==> src/rtl/fp32_uart_tx_32.sv <==
// fp32_uart_tx_32: 8N1 UART transmitter that sends one 32-bit word as 4 bytes, LSB byte first.
// Defining FP32_TX_CHECKSUM_EN appends a fifth byte holding the XOR of the four data bytes.
module fp32_uart_tx_32 #(
  parameter int CLKS_PER_BIT = 434,
  parameter int NUM_BYTES    = 4
) (
  input  logic        CLK_I,
  input  logic        RSTL_I,
  input  logic        TX_VALID_I,
  input  logic [31:0] TX_DATA_I,
  output logic        TX_READY_O,
  output logic        TX_DATA_O
);
  localparam int BW = (CLKS_PER_BIT > 1) ? $clog2(CLKS_PER_BIT) : 1;
  localparam logic [BW-1:0] BAUD_MAX = BW'(CLKS_PER_BIT - 1);
`ifdef FP32_TX_CHECKSUM_EN
  localparam logic [2:0] LAST_BYTE = 3'(NUM_BYTES);
`else
  localparam logic [2:0] LAST_BYTE = 3'(NUM_BYTES - 1);
`endif
  localparam logic [1:0] IDLE  = 2'd0;
  localparam logic [1:0] START = 2'd1;
  localparam logic [1:0] DATA  = 2'd2;
  localparam logic [1:0] STOP  = 2'd3;
  logic [1:0]    state;
  logic [BW-1:0] baud_cnt;
  logic [2:0]    bit_idx;
  logic [2:0]    byte_idx;
  logic [7:0]    shift;
  logic [31:0]   word;
  logic [7:0]    next_byte;
  logic          baud_done;
  assign baud_done = baud_cnt == BAUD_MAX;
`ifdef FP32_TX_CHECKSUM_EN
  logic [7:0] csum;
  // word is shifted down one byte per byte sent, so word[15:8] is always the next data byte
  assign next_byte = (byte_idx == 3'(NUM_BYTES - 1)) ? csum : word[15:8];
  always_ff @(posedge CLK_I or negedge RSTL_I) begin
    if (!RSTL_I)
      csum <= '0;
    else if (state == IDLE && TX_VALID_I)
      csum <= TX_DATA_I[7:0];
    else if (state == STOP && baud_done && byte_idx != LAST_BYTE)
      csum <= csum ^ word[15:8];
  end
`else
  assign next_byte = word[15:8];
`endif
  always_ff @(posedge CLK_I or negedge RSTL_I) begin
    if (!RSTL_I) begin
      state      <= IDLE;
      baud_cnt   <= '0;
      bit_idx    <= '0;
      byte_idx   <= '0;
      shift      <= '0;
      word       <= '0;
      TX_DATA_O  <= 1'b1;
      TX_READY_O <= 1'b1;
    end else begin
      case (state)
        IDLE: if (TX_VALID_I) begin
          word       <= TX_DATA_I;
          shift      <= TX_DATA_I[7:0];
          byte_idx   <= '0;
          baud_cnt   <= '0;
          TX_DATA_O  <= 1'b0;
          TX_READY_O <= 1'b0;
          state      <= START;
        end
        START: if (baud_done) begin
          baud_cnt  <= '0;
          bit_idx   <= '0;
          TX_DATA_O <= shift[0];
          shift     <= {1'b0, shift[7:1]};
          state     <= DATA;
        end else baud_cnt <= baud_cnt + 1'b1;
        DATA: if (baud_done) begin
          baud_cnt <= '0;
          if (bit_idx == 3'd7) begin
            TX_DATA_O <= 1'b1;
            state     <= STOP;
          end else begin
            bit_idx   <= bit_idx + 1'b1;
            TX_DATA_O <= shift[0];
            shift     <= {1'b0, shift[7:1]};
          end
        end else baud_cnt <= baud_cnt + 1'b1;
        STOP: if (baud_done) begin
          baud_cnt <= '0;
          if (byte_idx == LAST_BYTE) begin
            TX_READY_O <= 1'b1;
            state      <= IDLE;
          end else begin
            byte_idx  <= byte_idx + 1'b1;
            word      <= {8'd0, word[31:8]};
            shift     <= next_byte;
            TX_DATA_O <= 1'b0;
            state     <= START;
          end
        end else baud_cnt <= baud_cnt + 1'b1;
        default: state <= IDLE;
      endcase
    end
  end
endmodule
==> config.mk <==
export PLATFORM = sky130hd
export DESIGN_NAME = fp32_uart_tx_32
export DESIGN_NICKNAME = d
export VERILOG_FILES = /design/src/rtl/fp32_uart_tx_32.sv
export SDC_FILE = /design/constraint.sdc
export NUM_CORES = 1
export LEC_CHECK = 0
export CORE_UTILIZATION = 55
export CTS_CLUSTER_DIAMETER = 40
export DETAILED_ROUTE_END_ITERATION = 16
export GPL_ROUTABILITY_DRIVEN = 0
export PLACE_DENSITY = 0.8
export SYNTH_ARGS = -nofsm -noshare
export SYNTH_HDL_FRONTEND = slang
export SYNTH_SLANG_ARGS = --single-unit
==> constraint.sdc <==
create_clock -name CLK_I -period 2.22 [get_ports CLK_I]
set_input_delay 0.222 -clock CLK_I [delete_from_list [all_inputs] [get_ports CLK_I]]
set_output_delay 0.222 -clock CLK_I [all_outputs]
set_load 0.01 [all_outputs]
==> metrics.log <==
INFO  metric syn_nets = between 300 and 400
INFO  metric timing.critical_path.fanout_max = 28
INFO  metric clk_transition_reported_paths = 0.10 ns
INFO  metric final.setup_skew = 0.00746 ns
INFO  metric dpl-instance-area = 0.00315 mm2
INFO  metric vdd_drop_max = 0.258 mV
INFO  metric cts_inserted_buffers = 5
INFO  metric rr_endpoint = word[11]$_DFFE_PN0P_
INFO  metric cts_tree = done
INFO  metric timing.final.max_slew_violations = 0
INFO  metric routed-via-count = 2,053
INFO  metric r2r-start = byte_idx[0]$_DFFE_PN0P_
INFO  metric synth.cells.most_frequent = 49 x dfrtp_1, 39 x nand2_1, 23 x o21ai_0
INFO  metric crit_required = 2.42 ns
INFO  metric clock_sink_count = 51
INFO  metric share_of_cells_above_drive_strength_1 = 16.5%
INFO  metric rr_worst_depth = 7
INFO  metric cell_area_after_synthesis = 0.00270 mm2
INFO  metric synth.top_cell.area_share = 45.3%
INFO  metric synth_ff_type = dfrtp_1
INFO  metric count_of_endpoints_failing_hold_in_the_final_timing_report = 0
INFO  metric synth_edf_count = 0
INFO  metric post-cts-setup-buffers = 0
INFO  metric die_height = 72.1 um
INFO  metric dp_hpwl = 3.75 mm
INFO  metric max_slew_margin = 62.2%
INFO  metric grt.overflow.total = 0
INFO  metric io_pins = 37
INFO  metric drt.antenna.violating_nets = 0
INFO  metric synth-seq-cells = 51
INFO  metric routed_wirelength = 5.32 mm
INFO  metric async_flop_share = 100%
INFO  metric synthesis.area_per_instance = 10.4 um2
INFO  metric grt.total_usage = 23.2%
INFO  metric crit_type = reg -> reg
INFO  metric cts_max_level = 2
INFO  metric dieArea = 0.00520 mm2
INFO  metric worst_setup_path_end_kind = flip-flop
INFO  metric grt_pass1_vias = 1,980
INFO  metric r2r_slack = 0.15 ns
INFO  metric place_ws = 0.131 ns
INFO  metric hp-class = in -> async
INFO  metric floorplan.initialDensity = between 50% and 60%
INFO  metric worstMarginPinSlew = 0.567 ns
INFO  metric power_density = 518 mW/mm2
INFO  metric run_status = complete, no violations
INFO  metric number_of_antenna_violations_at_the_first_check_in_global_routing = 0
INFO  metric routed_wire_length_per_instance = 14.6 um
INFO  metric ctsRootBufferMaster = clkbuf_8
INFO  metric yosysWarningCount = 0
INFO  metric synth_sequential_area_ratio = 47.3%
INFO  metric timing.critical_path.arrival = 2.27 ns
INFO  metric grt_setup_unrepaired = no
INFO  metric core.rowCount = 25
INFO  metric total_leakage_power = 1.37 nW
INFO  metric detail_route.iter0.violations = between 100 and 150
INFO  metric die_w = 72.1 um
INFO  metric layout_setup_ws = between 0.1 and 0.15 ns
INFO  metric clock_tree.buffer_depth = 2
INFO  metric design.core.area = between 0.004 and 0.005 mm2
INFO  metric postLayoutCoreUtil = 69.6%
INFO  metric grt_start_max_net_pins = 29
INFO  metric clk-insertion-delay-late = 0.31 ns
INFO  metric setup_viol_count_final = 0
INFO  metric final.period_utilization = 93.3%
INFO  metric finalSetupTns = 0 ns
INFO  metric area.growth.synth_to_final = 21.5%
INFO  metric fin_crit = 2.07 ns
INFO  metric via_per_inst = 5.64
INFO  metric detail_route.first_pass.iterations = 4
INFO  metric max_cap_viol_count = 0
INFO  metric worstSetupStartpointType = flip-flop
INFO  metric port-buffer-count = 36
INFO  metric drc_markers = 0
INFO  metric fmaxAchievable = 0.483 GHz
INFO  metric synthDominantAreaCellType = dfrtp_1
INFO  metric synthTopCellsByArea = dfrtp_1 45%, o221a_2 5.8%, nand2_1 5.4%
INFO  metric grt_pass1_wl = 9.25 mm
INFO  metric antenna_cells_inserted = 0
INFO  metric syn_inst = ~260
INFO  metric design.final.nets = approximately 340
INFO  metric netlist-cell-type-count = 45
INFO  metric yosys.cell_count.top_type = dfrtp_1
INFO  metric final_area = 0.00329 mm2
## cells in the final DEF (no fill, tap or decap), types with 3 or more instances in the layout
cell and count:
a21oi_1 8, a22oi_1 7, a31oi_1 7, and2_1 3, buf_12 3, buf_4 7, clkbuf_8 6, clkdlybuf4s50_1 35
dfrtp_1 49, ha_1 11, inv_1 6, mux2_2 9, mux2i_1 3, nand2_1 39, nand2b_1 11, nand3_1 5
nor2_1 3, o21ai_0 23, o221a_2 14, or2b_1 12
## worst max path at each step
stage / to / from / slack [ns]
finish: word[11]$_DFFE_PN0P_ / byte_idx[0]$_DFFE_PN0P_ / 0.15
global route: word[11]$_DFFE_PN0P_ / byte_idx[0]$_DFFE_PN0P_ / 0.03
CTS: word[22]$_DFFE_PN0P_ / state[1]$_DFFE_PN0P_ / 0.10
detailed placement: word[22]$_DFFE_PN0P_ / state[1]$_DFFE_PN0P_ / 0.13
global placement: word[11]$_DFFE_PN0P_ / byte_idx[0]$_DFFE_PN0P_ / 0.21
floorplan: word[17]$_DFFE_PN0P_ / state[0]$_DFFE_PN0P_ / 0.17
## sequential cells by signal, indices dropped and copies added (netlist names)
name / flops
baud_cnt: 9
byte_idx: 3
TX_DATA_O: 1
bit_idx: 3
word: 24
shift: 8
state: 2
TX_READY_O: 1
## per-stage QoR
step | std cells | power (W) | hold WS [ns]
2_1_floorplan | 259 | 0.000947 | -0.0736
3_3_place_gp | 355 | 0.00103 | 0.252
3_5_place_dp | 355 | 0.00103 | 0.258
4_1_cts | 364 | 0.00171 | 0.450
5_1_grt | 364 | 0.00176 | 0.472
6_report | 364 | 0.00170 | 0.429
## kinds of logic after synthesis
family	synth area share, %
AO/OA/AOI/OAI	19.2
XOR/XNOR	0.648
flip-flops	47.3
buffers and inverters	4.67
adder cells (fa/ha/maj)	5.09
multiplexers	4.86
AND/OR/NAND/NOR	18.3
## cell type report
class                      count  area (um2)
fill                         366        1440
multi-input combinational    185        1300
sequential                    51        1280
timing repair buffer          47         478
tap                           67        83.8
clock buffer                   6        82.6
clock inverter                 2        38.8
inverter                       6        22.5
## metal layers
| layer | wire, um | part of all wire [%] | track usage, % |
|---|---|---|---|
| met5 | 0 | 0 | 0 |
| met4 | 65 | 1.2 | 7.19 |
| met3 | 176 | 3.3 | 4.17 |
| met2 | 2570 | 48 | 37.6 |
| met1 | 2510 | 47 | 32.0 |
## report_power, final
part / leakage [nW] / total (W) / internal, W / switching, W
combinational: 0.677 / 0.0000845 / 0.0000560 / 0.0000285
sequential: 0.633 / 0.000928 / 0.000928 / 0
clock: 0.0618 / 0.000689 / 0.000371 / 0.000318
## what timing repair did
item | 4_1_cts | 5_1_grt
gates resized for setup | 0 | 1
hold buffers | 1 | 0
endpoints found under the hold margin | 22 | 0
endpoints found under the setup margin | 0 | 16
## critical path, stage by stage, from the launching register on
cell	delay, ns
dfrtp_1	0.39
ha_1	0.21
ha_1	0.22
nand2b_1	0.21
nor4bb_4	0.36
buf_12	0.20
or2b_1	0.25
o221a_2	0.12
No activity file was read; power rests on OpenSTA's default activity.
